File: src/rtl/gamepad_scanner.sv
// gamepad_scanner: frame-synchronous reader for N_PADS Mega-Drive 3-button pads.
// Optional autorepeat on Pressed when GAMEPAD_AUTOREPEAT_EN is defined.
// Ports: Clock50/Reset (async, active-high); v_sync (async, active low) starts a scan;
//  Pinos[6p+:6] = P1,P2,P3,P4,P6,P9 of pad p (active low); Select per pad;
//  Botoes/Pressed[8p+:8] = Start,C,B,A,Right,Left,Down,Up; Presente per pad; Valid pulse.
module gamepad_scanner #(
    parameter int N_PADS          = 2,
    parameter int SETTLE_CYCLES   = 250,
    parameter int DEBOUNCE_FRAMES = 2,
    parameter int REPEAT_FRAMES   = 8
) (
    input  logic                  Clock50,
    input  logic                  Reset,
    input  logic                  v_sync,
    input  logic [6*N_PADS-1:0]   Pinos,
    output logic [N_PADS-1:0]     Select,
    output logic [8*N_PADS-1:0]   Botoes,
    output logic [8*N_PADS-1:0]   Pressed,
    output logic [N_PADS-1:0]     Presente,
    output logic                  Valid
);

    localparam int NB = 8 * N_PADS;
    localparam int CW = $clog2(SETTLE_CYCLES);
    localparam int DW = $clog2(DEBOUNCE_FRAMES + 1);

    localparam logic [1:0] IDLE   = 2'd0;
    localparam logic [1:0] SEL_H  = 2'd1;
    localparam logic [1:0] SEL_L  = 2'd2;
    localparam logic [1:0] UPDATE = 2'd3;

    if (N_PADS < 1 || SETTLE_CYCLES < 2 || DEBOUNCE_FRAMES < 1 || REPEAT_FRAMES < 1) begin : g_bad_param
        $error("gamepad_scanner: parameter out of range");
    end

    logic [1:0]           state;
    logic [CW-1:0]        settle_cnt;
    logic                 vs_s1, vs_s2, vs_prev;
    logic [6*N_PADS-1:0]  pin_s1, pin_s2;
    logic [6*N_PADS-1:0]  samp_h;
    // Only P3,P4,P6,P9 carry information while Select is low
    logic [4*N_PADS-1:0]  samp_l;
    logic                 fall;
    logic                 settle_done;

    logic [N_PADS-1:0]    pres;
    logic [NB-1:0]        raw;
    logic [NB-1:0]        stable_nxt;
    logic [NB-1:0]        pulse;
    logic [DW-1:0]        dcnt     [NB];
    logic [DW-1:0]        dcnt_nxt [NB];

    assign fall        = vs_prev & ~vs_s2;
    assign settle_done = (settle_cnt == CW'(SETTLE_CYCLES - 1));
    assign Select      = {N_PADS{state != SEL_L}};

    always_ff @(posedge Clock50 or posedge Reset) begin
        if (Reset) begin
            vs_s1   <= 1'b1;
            vs_s2   <= 1'b1;
            vs_prev <= 1'b1;
            pin_s1  <= '1;
            pin_s2  <= '1;
        end else begin
            vs_s1   <= v_sync;
            vs_s2   <= vs_s1;
            vs_prev <= vs_s2;
            pin_s1  <= Pinos;
            pin_s2  <= pin_s1;
        end
    end

    always_ff @(posedge Clock50 or posedge Reset) begin
        if (Reset) begin
            state      <= IDLE;
            settle_cnt <= '0;
            samp_h     <= '1;
            samp_l     <= '1;
        end else begin
            unique case (state)
                IDLE: begin
                    settle_cnt <= '0;
                    if (fall) state <= SEL_H;
                end
                SEL_H: begin
                    if (settle_done) begin
                        samp_h     <= pin_s2;
                        settle_cnt <= '0;
                        state      <= SEL_L;
                    end else begin
                        settle_cnt <= settle_cnt + CW'(1);
                    end
                end
                SEL_L: begin
                    if (settle_done) begin
                        for (int p = 0; p < N_PADS; p++)
                            samp_l[4*p +: 4] <= pin_s2[6*p+2 +: 4];
                        settle_cnt <= '0;
                        state      <= UPDATE;
                    end else begin
                        settle_cnt <= settle_cnt + CW'(1);
                    end
                end
                default: state <= IDLE;
            endcase
        end
    end

    always_comb begin
        pres = '0;
        raw  = '0;
        for (int p = 0; p < N_PADS; p++) begin
            // A connected pad grounds P3/P4 while Select is low
            pres[p] = ~samp_l[4*p+0] & ~samp_l[4*p+1];
            if (pres[p])
                raw[8*p +: 8] = ~{samp_l[4*p+3], samp_h[6*p+5], samp_h[6*p+4],
                                  samp_l[4*p+2], samp_h[6*p+3], samp_h[6*p+2],
                                  samp_h[6*p+1], samp_h[6*p+0]};
        end
    end

    always_comb begin
        stable_nxt = Botoes;
        for (int i = 0; i < NB; i++) begin
            dcnt_nxt[i] = '0;
            if (raw[i] != Botoes[i]) begin
                if (dcnt[i] == DW'(DEBOUNCE_FRAMES - 1))
                    stable_nxt[i] = raw[i];
                else
                    dcnt_nxt[i] = dcnt[i] + DW'(1);
            end
        end
    end

`ifdef GAMEPAD_AUTOREPEAT_EN
    localparam int RW = $clog2(2 * REPEAT_FRAMES + 1);

    logic [RW-1:0] rcnt     [NB];
    logic [RW-1:0] rcnt_nxt [NB];
    logic [NB-1:0] rep_hit;

    // Counter advances only on scans where the bit was already held
    always_comb begin
        rep_hit = '0;
        for (int i = 0; i < NB; i++) begin
            rcnt_nxt[i] = '0;
            if (stable_nxt[i] & Botoes[i]) begin
                if (rcnt[i] + RW'(1) == RW'(2 * REPEAT_FRAMES)) begin
                    rep_hit[i]  = 1'b1;
                    rcnt_nxt[i] = RW'(REPEAT_FRAMES);
                end else begin
                    rcnt_nxt[i] = rcnt[i] + RW'(1);
                end
            end
        end
    end

    always_ff @(posedge Clock50 or posedge Reset) begin
        if (Reset) begin
            for (int i = 0; i < NB; i++) rcnt[i] <= '0;
        end else if (state == UPDATE) begin
            for (int i = 0; i < NB; i++) rcnt[i] <= rcnt_nxt[i];
        end
    end

    assign pulse = (stable_nxt & ~Botoes) | rep_hit;
`else
    assign pulse = stable_nxt & ~Botoes;
`endif

    always_ff @(posedge Clock50 or posedge Reset) begin
        if (Reset) begin
            Botoes   <= '0;
            Pressed  <= '0;
            Presente <= '0;
            Valid    <= 1'b0;
            for (int i = 0; i < NB; i++) dcnt[i] <= '0;
        end else begin
            Valid   <= 1'b0;
            Pressed <= '0;
            if (state == UPDATE) begin
                Botoes   <= stable_nxt;
                Pressed  <= pulse;
                Presente <= pres;
                Valid    <= 1'b1;
                for (int i = 0; i < NB; i++) dcnt[i] <= dcnt_nxt[i];
            end
        end
    end

endmodule

File: config.mk
export PLATFORM = sky130hd
export DESIGN_NAME = gamepad_scanner
export DESIGN_NICKNAME = d
export VERILOG_FILES = /design/src/rtl/gamepad_scanner.sv
export SDC_FILE = /design/constraint.sdc
export NUM_CORES = 1
export LEC_CHECK = 0
export ABC_AREA = 1
export BUFFER_PORTS_ARGS = -buffer_cell sky130_fd_sc_hd__buf_4
export CAP_MARGIN = 40
export CORE_ASPECT_RATIO = 0.8
export CORE_MARGIN = 5
export CORE_UTILIZATION = 45
export CTS_CLUSTER_DIAMETER = 30
export DETAILED_ROUTE_END_ITERATION = 8
export GPL_ROUTABILITY_DRIVEN = 0
export PLACE_DENSITY = 0.67
export RECOVER_POWER = 25
export SYNTH_ARGS = -nofsm -noshare
export SYNTH_HDL_FRONTEND = slang
export SYNTH_SLANG_ARGS = --single-unit
File: constraint.sdc
create_clock -name Clock50 -period 3.9 [get_ports Clock50]
set_clock_uncertainty 0.2 [all_clocks]
set_input_delay 0.195 -clock Clock50 [delete_from_list [all_inputs] [get_ports Clock50]]
set_output_delay 0.195 -clock Clock50 [all_outputs]
set_load 0.05 [all_outputs]
==> results.toml, run 1 <==
[power_and_ir_drop]
p_per_area_nw_per_um2 = 742
p_switching_w = 0.00183
vdd_drop_max_mv = 0.433
clkPwrFrac = 0.312
pwr-share-comb = 0.321
total_power_w = 0.00479
intPower_w = 0.00296
power_frac_seq = 0.366
swShare = 0.382
leakagePower_nw = 3.26

[worst_setup_path]
cp_top_family = "compound AO/OA/AOI/OAI gates"
arrival_ns = 2.31
critical_path.endpoint_type = "flip-flop"
crit_chain = "ha_2, clkinv_1, a21oi_1, o21ai_0, o21ai_0"
start_kind = "flip-flop"
reg2reg_depth = 5
crit_top_cell = "o21ai_0"
cp_slowest_stage_delay_ns = 0.62
r2r-start = "state[0]$_DFFE_PP0P_"
reg2reg_slack_ns = 1.71
critPathKind = "reg2reg"
rr_endpoint = "Botoes[3]$_DFFE_PP0P_"
cp_num_buf_inv = 1
crit_slowest_cell = "clkinv_1"
cp.required_ns = 4.02
cp_max_fo = 27

[final_layout]
final_common_cell = "nand2_1"
nNetsFinal = 672
final_cell_mix = "nand2_1 (171), inv_1 (81), dfrtp_1 (77), dfstp_2 (47), o21ai_0 (43)"
syn2layout_area_growth_pct = 22.3
fin_util = 0.562
drive_gt1_frac = 0.216
n_antenna_cell = 0

[synthesis]
synth_top_area_frac = 0.365
yosys_warnings = 0
synthesis.nets = 598
ys_top_cells_by_area = "dfrtp_1 (37%), dfstp_2 (23%), nand2_1 (12%)"
synth_compound_area_frac = 0.0648
seq_area_frac_synth = 0.600
syn_area_per_cell_um2 = 9.16
synth.area.mux_share = 0
synth_fa_ha_area_frac = 0.0166
synth.distinct_cells = 30
ys_ff_latch = 124
synth-xor-area-share = 0.0282
synth_simple_gate_area_frac = 0.214
synthCells = 576
syn_area_um2 = 5270
synth_largest_area_cell = "dfrtp_1"
synth_top_family_by_area = "simple AND/OR/NAND/NOR gates"

[clock_tree]
htreeDepth = 4
cts-root-buf = "clkbuf_16"
clock_sinks = 124
cts_tree = "yes"
cts.clk_slew.worst_paths_ns = 0.06
cts_buffer_depth = 2
numCtsBuffers = 17
cts_setup_buffers = 0
clock_latency_ns = 0.40

[die]
die_w_um = 131
start_util = 0.460
core_um2 = 11500
boundaryPins = 52
dieArea_um2 = 14000
die_y_um = 107
core.rowCount = 35

[sta]
hold_violations = 0
min_period_ns = 2.19
finalMaxSlewViolations = 0
finalSetupViolations = 0
relSlewSlack = 0.463
fin_setup_tns_ns = 0
period_share = 0.561
fmax_mhz = 457
worst_pin_slew_ns = 0.801
rsz0062_at_grt = "false"

[global_routing]
grt_pass1_vias = 3851
track_usage = 0.156
grt_start_max_net_pins = 67
grt_pass1_wl_um = 17300
grt-ovfl-total = 0
grt_antenna_before_repair = 0

[route]
post_drt_wl_per_cell_um = 12.1
first_pass_iters = 5
drc = 0
drt-total-wl_um = 9840
drt.antenna.violating_nets = 0
drt_iter0_drc = 293
via_per_inst = 4.60
vias = 3731

[worst_hold_path]
min_to = "pin_s2[10]$_DFF_PP1_"
holdPathStages = 0
holdCritPathClass = "reg2reg"
hold_path_startpoint = "pin_s1[10]$_DFF_PP1_"

[outcome]
outcome = "finished clean"

[place]
hpwl_um = 6560
port-buffer-count = 51

[flow_run]
cap_violations = 0
cells in the mapped netlist, drive strengths merged:
cell	instances
o21ai	55
inv	83
clkinv	1
o22ai	1
nand3	37
nand4	1
ha	7
buf	10
nor2	48
o21bai	1
a21oi	3
clkbuf	4
o211ai	1
dfrtp	77
xor2	17
nor3	1
nand2	182
dfstp	47
worst reg2reg max path, stage by stage, from the launching register on:
cell and delay [ns]:
dfrtp_1 0.42, ha_2 0.21, clkinv_1 0.62, a21oi_1 0.43, o21ai_0 0.14, o21ai_0 0.09
through the flow:
stage | setup WS [ns] | cell area [µm²] | hold WS (ns) | cells
3_5_place_dp | 1.72 | 5790 | 0.104 | 765
6_report | 1.71 | 6450 | 0.152 | 811
3_3_place_gp | 1.85 | 5790 | 0.103 | 765
4_1_cts | 1.67 | 6510 | 0.153 | 811
5_1_grt | 1.49 | 6450 | 0.157 | 811
2_1_floorplan | 0.284 | 5270 | -0.000522 | 576
what timing repair did:
action / in CTS / in global routing
hold buffers: 14 / 0
gates resized for setup: 0 / 0
hold endpoints to repair: 59 / 0
area by class of cell:
| class | instances | area (µm²) |
|---|---|---|
| clock inverters | 5 | 27.5 |
| inverters | 84 | 318 |
| fillers | 1002 | 5020 |
| clock buffers | 27 | 556 |
| flip-flops and latches | 124 | 3160 |
| repair buffers | 69 | 493 |
| multi-input cells | 354 | 1710 |
| well taps | 148 | 185 |
power groups by stage:
stage	Clock (W)	Sequential, W	Combinational [W]
floorplan	0	0.00216	0.000752
global placement	0	0.00176	0.00152
detailed placement	0	0.00177	0.00157
CTS	0.00153	0.00176	0.00159
global route	0.00159	0.00180	0.00171
finish	0.00149	0.00175	0.00154
kinds of logic (layout without fill, tap and decap cells):
kind of cell | Yosys count | count (layout)
DFF | 124 | 124
buffers and inverters | 98 | 185
and+or+nand+nor | 269 | 269
xor gates and xnor gates | 17 | 17
AOI/OAI and AO/OA | 61 | 61
adders and majority gates | 7 | 7
metal layers:
layer / wire length [µm] / up-vias / share of wire / global-route usage
met5: 0 / - / 0 / 0
li1: - / 1910 / - / -
met2: 4670 / 54 / 0.47 / 0.252
met1: 4660 / 1761 / 0.47 / 0.201
met3: 427 / 6 / 0.043 / 0.0468
met4: 85 / 0 / 0.0086 / 0.0492
flip-flops by register name, summed over array words and instances (netlist names), 2 cells and up:
signal and cells:
Botoes 16, samp_h 12, Pressed 16, samp_l 8, pin_s1 12, dcnt 32
pin_s2 12, settle_cnt 8, Presente 2, state 2
worst max-delay path by stage:
stage | startpoint | end | slack, ns | depth (start not counted)
after floorplan | Reset | Botoes[0]$_DFFE_PP0P_ | 0.28 | 1
after global placement | state[0]$_DFFE_PP0P_ | dcnt[12]$_DFFE_PP0P_ | 1.85 | 5
after detailed placement | state[1]$_DFFE_PP0P_ | Botoes[3]$_DFFE_PP0P_ | 1.72 | 5
after CTS | state[1]$_DFFE_PP0P_ | Botoes[3]$_DFFE_PP0P_ | 1.67 | 5
final | state[0]$_DFFE_PP0P_ | Botoes[3]$_DFFE_PP0P_ | 1.71 | 5
after global routing | state[1]$_DFFE_PP0P_ | Botoes[3]$_DFFE_PP0P_ | 1.49 | 5
(Power assumes the default switching activity.)
==> run 2, diff against run 1 <==
Settings changed: PLACE_DENSITY 0.67 to 0.7.
Clock period 3.9 ns to 2 ns, I/O delays scaled along.
==> run 2 against run 1 <==
Effect of this change:
- routed wire length grew 1.8%
- combinational power is 100% higher
- total power increased by 98%
==> results.toml, run 2 (synthesis gave the netlist of run 1 again) <==
[clock_tree]
htreeDepth = 4
cts_setup_buffers = 0
cts.clk_slew.worst_paths_ns = 0.05
cts_tree = "yes"
clock_latency_ns = 0.41
numCtsBuffers = 17
cts_buffer_depth = 2
clock_sinks = 124
cts-root-buf = "clkbuf_16"

[global_routing]
grt_pass1_vias = 3919
grt_start_max_net_pins = 46
grt_pass1_wl_um = 17600
track_usage = 0.161
grt_antenna_before_repair = 0
grt-ovfl-total = 0

[outcome]
outcome = "finished clean"

[route]
post_drt_wl_per_cell_um = 12.3
drt_iter0_drc = 210
top_layer_used = "met4"
wl_met3_um = 523
drt.antenna.violating_nets = 0
vias = 3793
drc = 0
wl_met2_um = 4610
via_per_inst = 4.65
first_pass_iters = 7
drt-met1-wl_um = 4700
drt-total-wl_um = 10000

[sta]
worst_pin_slew_ns = 0.687
finalMaxSlewViolations = 0
min_period_ns = 1.83
fmax_mhz = 546
period_share = 0.915
hold_violations = 0
rsz0062_at_grt = "false"
finalSetupViolations = 0
hold_slack_ns = 0.122
layout_setup_ws_ns = 0.169
fin_setup_tns_ns = 0
relSlewSlack = 0.539

[worst_setup_path]
crit_chain = "inv_1, ha_1, inv_2, buf_4"
cp.required_ns = 1.70
arrival_ns = 1.53
setup.worst_path.start = "state[0]$_DFFE_PP0P_"
critPathKind = "reg2out"
crit_slowest_cell = "dfrtp_1"
cp_slowest_stage_delay_ns = 0.43
cp_max_fo = 8
critical_path.endpoint_type = "output pin"
r2r-start = "settle_cnt[1]$_DFFE_PP0P_"
start_kind = "flip-flop"

[place]
hpwl_um = 6870
dpl_worst_slack_ns = 0.280
port-buffer-count = 51

[die]
core_um2 = 11500
die_w_um = 131
dieArea_um2 = 14000
core.rowCount = 35
die_y_um = 107
start_util = 0.460
boundaryPins = 52

[final_layout]
reg_top3 = "dcnt (32), Botoes (16), Pressed (16)"
syn2layout_area_growth_pct = 24.2
drive_gt1_frac = 0.244
final_common_cell = "nand2_1"
n_antenna_cell = 0
largest_register_ffs = 32
fin_util = 0.571
final_cell_mix = "nand2_1 (171), inv_1 (80), dfrtp_1 (77), dfstp_2 (47)"
largest_register = "dcnt"
nNetsFinal = 677

[power_and_ir_drop]
p_per_area_nw_per_um2 = 1450
vdd_drop_max_mv = 0.854
leakagePower_nw = 3.34

[flow_run]
cap_violations = 0

[worst_hold_path]
holdCritPathClass = "in2async"
run 2: path summary, 6_finish.rpt:
kind	slack [ns]	cells past startpoint	end
worst max-delay path	0.17	4	Select[0]
worst min-delay path	0.12	3	Botoes[12]$_DFFE_PP0P_
worst max register to register	0.25	8	samp_h[7]$_DFFE_PP1P_
worst min register to register	0.15	0	pin_s2[8]$_DFF_PP1_
max in group asynchronous	0.50	4	Pressed[2]$_DFF_PP0_
min in group Clock50	0.15	2	pin_s1[5]$_DFF_PP1_
run 2: repair_timing:
item                                    CTS  global route
hold endpoints to repair                 98             0
endpoints found under the setup margin    0             2
hold buffers                             14             0
resized for setup                         0             1
run 2: cell type report:
class,instances,area [µm²]
clock buffer,26,520
fill,950,4920
tap,148,185
sequential,124,3160
timing repair buffer,74,599
multi-input combinational,354,1710
inverter,84,317
clock inverter,6,57.6
run 2: worst max-delay path, delay by kind of cell (launching register included):
kind	cells	cell delay [ns]
fa+ha+maj	1	0.22
buf+inv	3	0.47
flops	1	0.43
run 2: per-stage QoR:
step / instances / cell area (µm²) / total power, W
global route: 816 / 6550 / 0.0101
finish: 816 / 6550 / 0.00947
CTS: 816 / 6570 / 0.00957
floorplan: 576 / 5280 / 0.00567
detailed placement: 770 / 5850 / 0.00656
global placement: 770 / 5850 / 0.00642
run 2: report_power, final:
part / internal [W] / leakage [nW] / switching (W)
clock network: 0.00191 / 0.285 / 0.00103
logic: 0.000947 / 1.55 / 0.00216
registers: 0.00302 / 1.50 / 0.000413
total: 0.00587 / 3.34 / 0.00360
run 2: per-layer routing:
metal  vias up  global-route usage
li1       1920                   -
met1      1763               0.207
met2        94               0.256
met3        16              0.0418
met4         0              0.0683
met5         -                   0
==> run 3, diff against run 2 <==
--- a/config.mk
+++ b/config.mk
@@ -16,3 +16,3 @@
 export GPL_ROUTABILITY_DRIVEN = 0
-export PLACE_DENSITY = 0.7
+export PLACE_DENSITY = 0.67
 export RECOVER_POWER = 25
==> constraint.sdc (replaced) <==
create_clock -name Clock50 -period 1.85 [get_ports Clock50]
set_clock_uncertainty 0.2 [all_clocks]
set_input_delay 0.0925 -clock Clock50 [delete_from_list [all_inputs] [get_ports Clock50]]
set_output_delay 0.0925 -clock Clock50 [all_outputs]
set_load 0.02 [all_outputs]
==> run 3 against run 2 <==
Effect of this change:
- cell count shrank 0.12%
- flip-flop and latch count is the same
- worst hold slack gained 0.020 ns
- total power is essentially flat
- critical path depth is the same
- clock power grew 4%
- worst setup slack lost 0.046 ns
- final area shrank 0.17%
- sequential power grew 7.9%
- global-route usage shrank 0.59 points
- first-iteration DRC count grew 18%
- routed wire length is essentially flat
- highest routed layer unchanged
==> results.toml, run 3 (synthesis gave the netlist of run 1 again) <==
[outcome]
outcome = "finished clean"

[worst_setup_path]
start_kind = "flip-flop"
cp_max_fo = 8
cp_top_family = "flip-flops"
cp.required_ns = 1.56
crit_chain = "inv_1, ha_1, inv_4, buf_4"
reg2reg_depth = 9
path_depth = 4
crit_slowest_cell = "dfrtp_1"
critical_path.endpoint_type = "output pin"
cp_num_buf_inv = 3
cp_slowest_stage_delay_ns = 0.42
arrival_ns = 1.43
critPathKind = "reg2out"

[clock_tree]
htreeDepth = 4
cts.clk_slew.worst_paths_ns = 0.05
clock_latency_ns = 0.41
clock_sinks = 124
cts_buffer_depth = 2
cts_tree = "yes"
cts-root-buf = "clkbuf_16"
numCtsBuffers = 17

[route]
first_pass_iters = 5
post_drt_wl_per_cell_um = 12.3
via_per_inst = 4.66
drt_iter0_drc = 247
drc = 0
drt-total-wl_um = 10000
vias = 3798
drt.antenna.violating_nets = 0

[die]
start_util = 0.460
core_um2 = 11500
die_y_um = 107
die_w_um = 131
dieArea_um2 = 14000
boundaryPins = 52
core.rowCount = 35

[final_layout]
reg_top3 = "dcnt (32), Botoes (16), Pressed (16)"
final_area_um2 = 6540
final_cell_mix = "nand2_1 (171), inv_1 (80), dfrtp_1 (77), dfstp_2 (46), o21ai_0 (43)"
syn2layout_area_growth_pct = 24.0
largest_register_ffs = 32
final_common_cell = "nand2_1"
multi_input_area_um2 = 1710
drive_gt1_frac = 0.249
nNetsFinal = 676
n_antenna_cell = 0
fill_cells = 997
regArea_um2 = 3160
largest_register = "dcnt"

[power_and_ir_drop]
vdd_drop_max_mv = 1.14
leakagePower_nw = 3.34
power_frac_seq = 0.391
pwr-share-comb = 0.285
clkPwrFrac = 0.324
p_per_area_nw_per_um2 = 1450
intPower_w = 0.00621
swShare = 0.345
p_switching_w = 0.00327

[flow_run]
cap_violations = 0

[global_routing]
grt_start_max_net_pins = 56
grt-ovfl-total = 0
grt_pass1_wl_um = 17000
gr-usage-met1 = 0.204
grt_use_met3 = 0.0433
busiest_layer = "met2"
use_met2 = 0.245
grt_pass1_vias = 3784
grt_antenna_before_repair = 0
track_usage = 0.155

[sta]
hold_slack_ns = 0.141
worst_pin_slew_ns = 0.860
fmax_mhz = 579
fin_setup_tns_ns = 0
rsz0062_at_grt = "false"
layout_setup_ws_ns = 0.123
finalMaxSlewViolations = 0
period_share = 0.933
min_period_ns = 1.73
hold_violations = 0
relSlewSlack = 0.423
finalSetupViolations = 0

[worst_hold_path]
holdCritPathClass = "in2reg"
holdPathStages = 2

[place]
port-buffer-count = 51
hpwl_um = 6730
placed_area_um2 = 5860
dpl_worst_slack_ns = 0.132
run 3: changes by cell type in the layout (fill, tap and decap cells not counted), sizes merged:
cell / previous run / this run
inv: 82 / 84
clkbuf: 42 / 34
buf: 44 / 45
clkinv: 5 / 9
run 3: routing by layer:
metal | vias to the layer above | wire length, µm
met5 | - | 0
met4 | 0 | 72
met3 | 5 | 456
met2 | 66 | 4850
met1 | 1805 | 4640
li1 | 1922 | -
run 3: power groups by stage:
stage	clock network, W	registers [W]	logic (W)
2_1_floorplan	0	0.00396	0.00154
3_3_place_gp	0	0.00370	0.00260
3_5_place_dp	0	0.00373	0.00269
4_1_cts	0.00315	0.00370	0.00274
5_1_grt	0.00324	0.00378	0.00307
6_report	0.00307	0.00370	0.00271
run 3: worst register-to-register path: cells and delay by family, from the launching register on:
family          cells  cell delay, ns
compound gates      1            0.05
fa+ha+maj           1            0.14
buf+inv             3            0.31
flops               1            0.39
simple gates        4            0.51
run 3: stage by stage:
stage	cells	util	power, W
final	815	0.570	0.00948
after global routing	815	0.570	0.0101
after CTS	815	0.572	0.00959
after detailed placement	769	0.511	0.00642
after global placement	769	0.511	0.00630
after floorplan	576	-	0.00550
run 3: repair_timing:
| action | in CTS | in global routing |
|---|---|---|
| endpoints found under the setup margin | 2 | 2 |
| hold endpoints to repair | 90 | 0 |
| hold buffers | 14 | 0 |
| setup buffers | 0 | 0 |
| resized for setup | 1 | 1 |
run 3: layout make-up:
class / instances / share of cell area
flip-flops and latches: 124 / 0.483
inverters: 84 / 0.0488
clock inverters: 12 / 0.0143
well taps: 148 / 0.0283
repair buffers: 73 / 0.0922
multi-input cells: 354 / 0.262
clock buffers: 20 / 0.0713
run 3: worst paths after layout:
kind	from	to	slack, ns
worst min-delay path	Pinos[6]	pin_s1[6]$_DFF_PP1_	0.14
worst max-delay path	state[0]$_DFFE_PP0P_	Select[1]	0.12
worst min register to register	pin_s1[1]$_DFF_PP1_	pin_s2[1]$_DFF_PP1_	0.15
min in group asynchronous	Reset	Pressed[11]$_DFF_PP0_	0.18
max in group asynchronous	Reset	samp_l[3]$_DFFE_PP1P_	0.34
worst max register to register	settle_cnt[1]$_DFFE_PP0P_	samp_h[6]$_DFFE_PP1P_	0.19
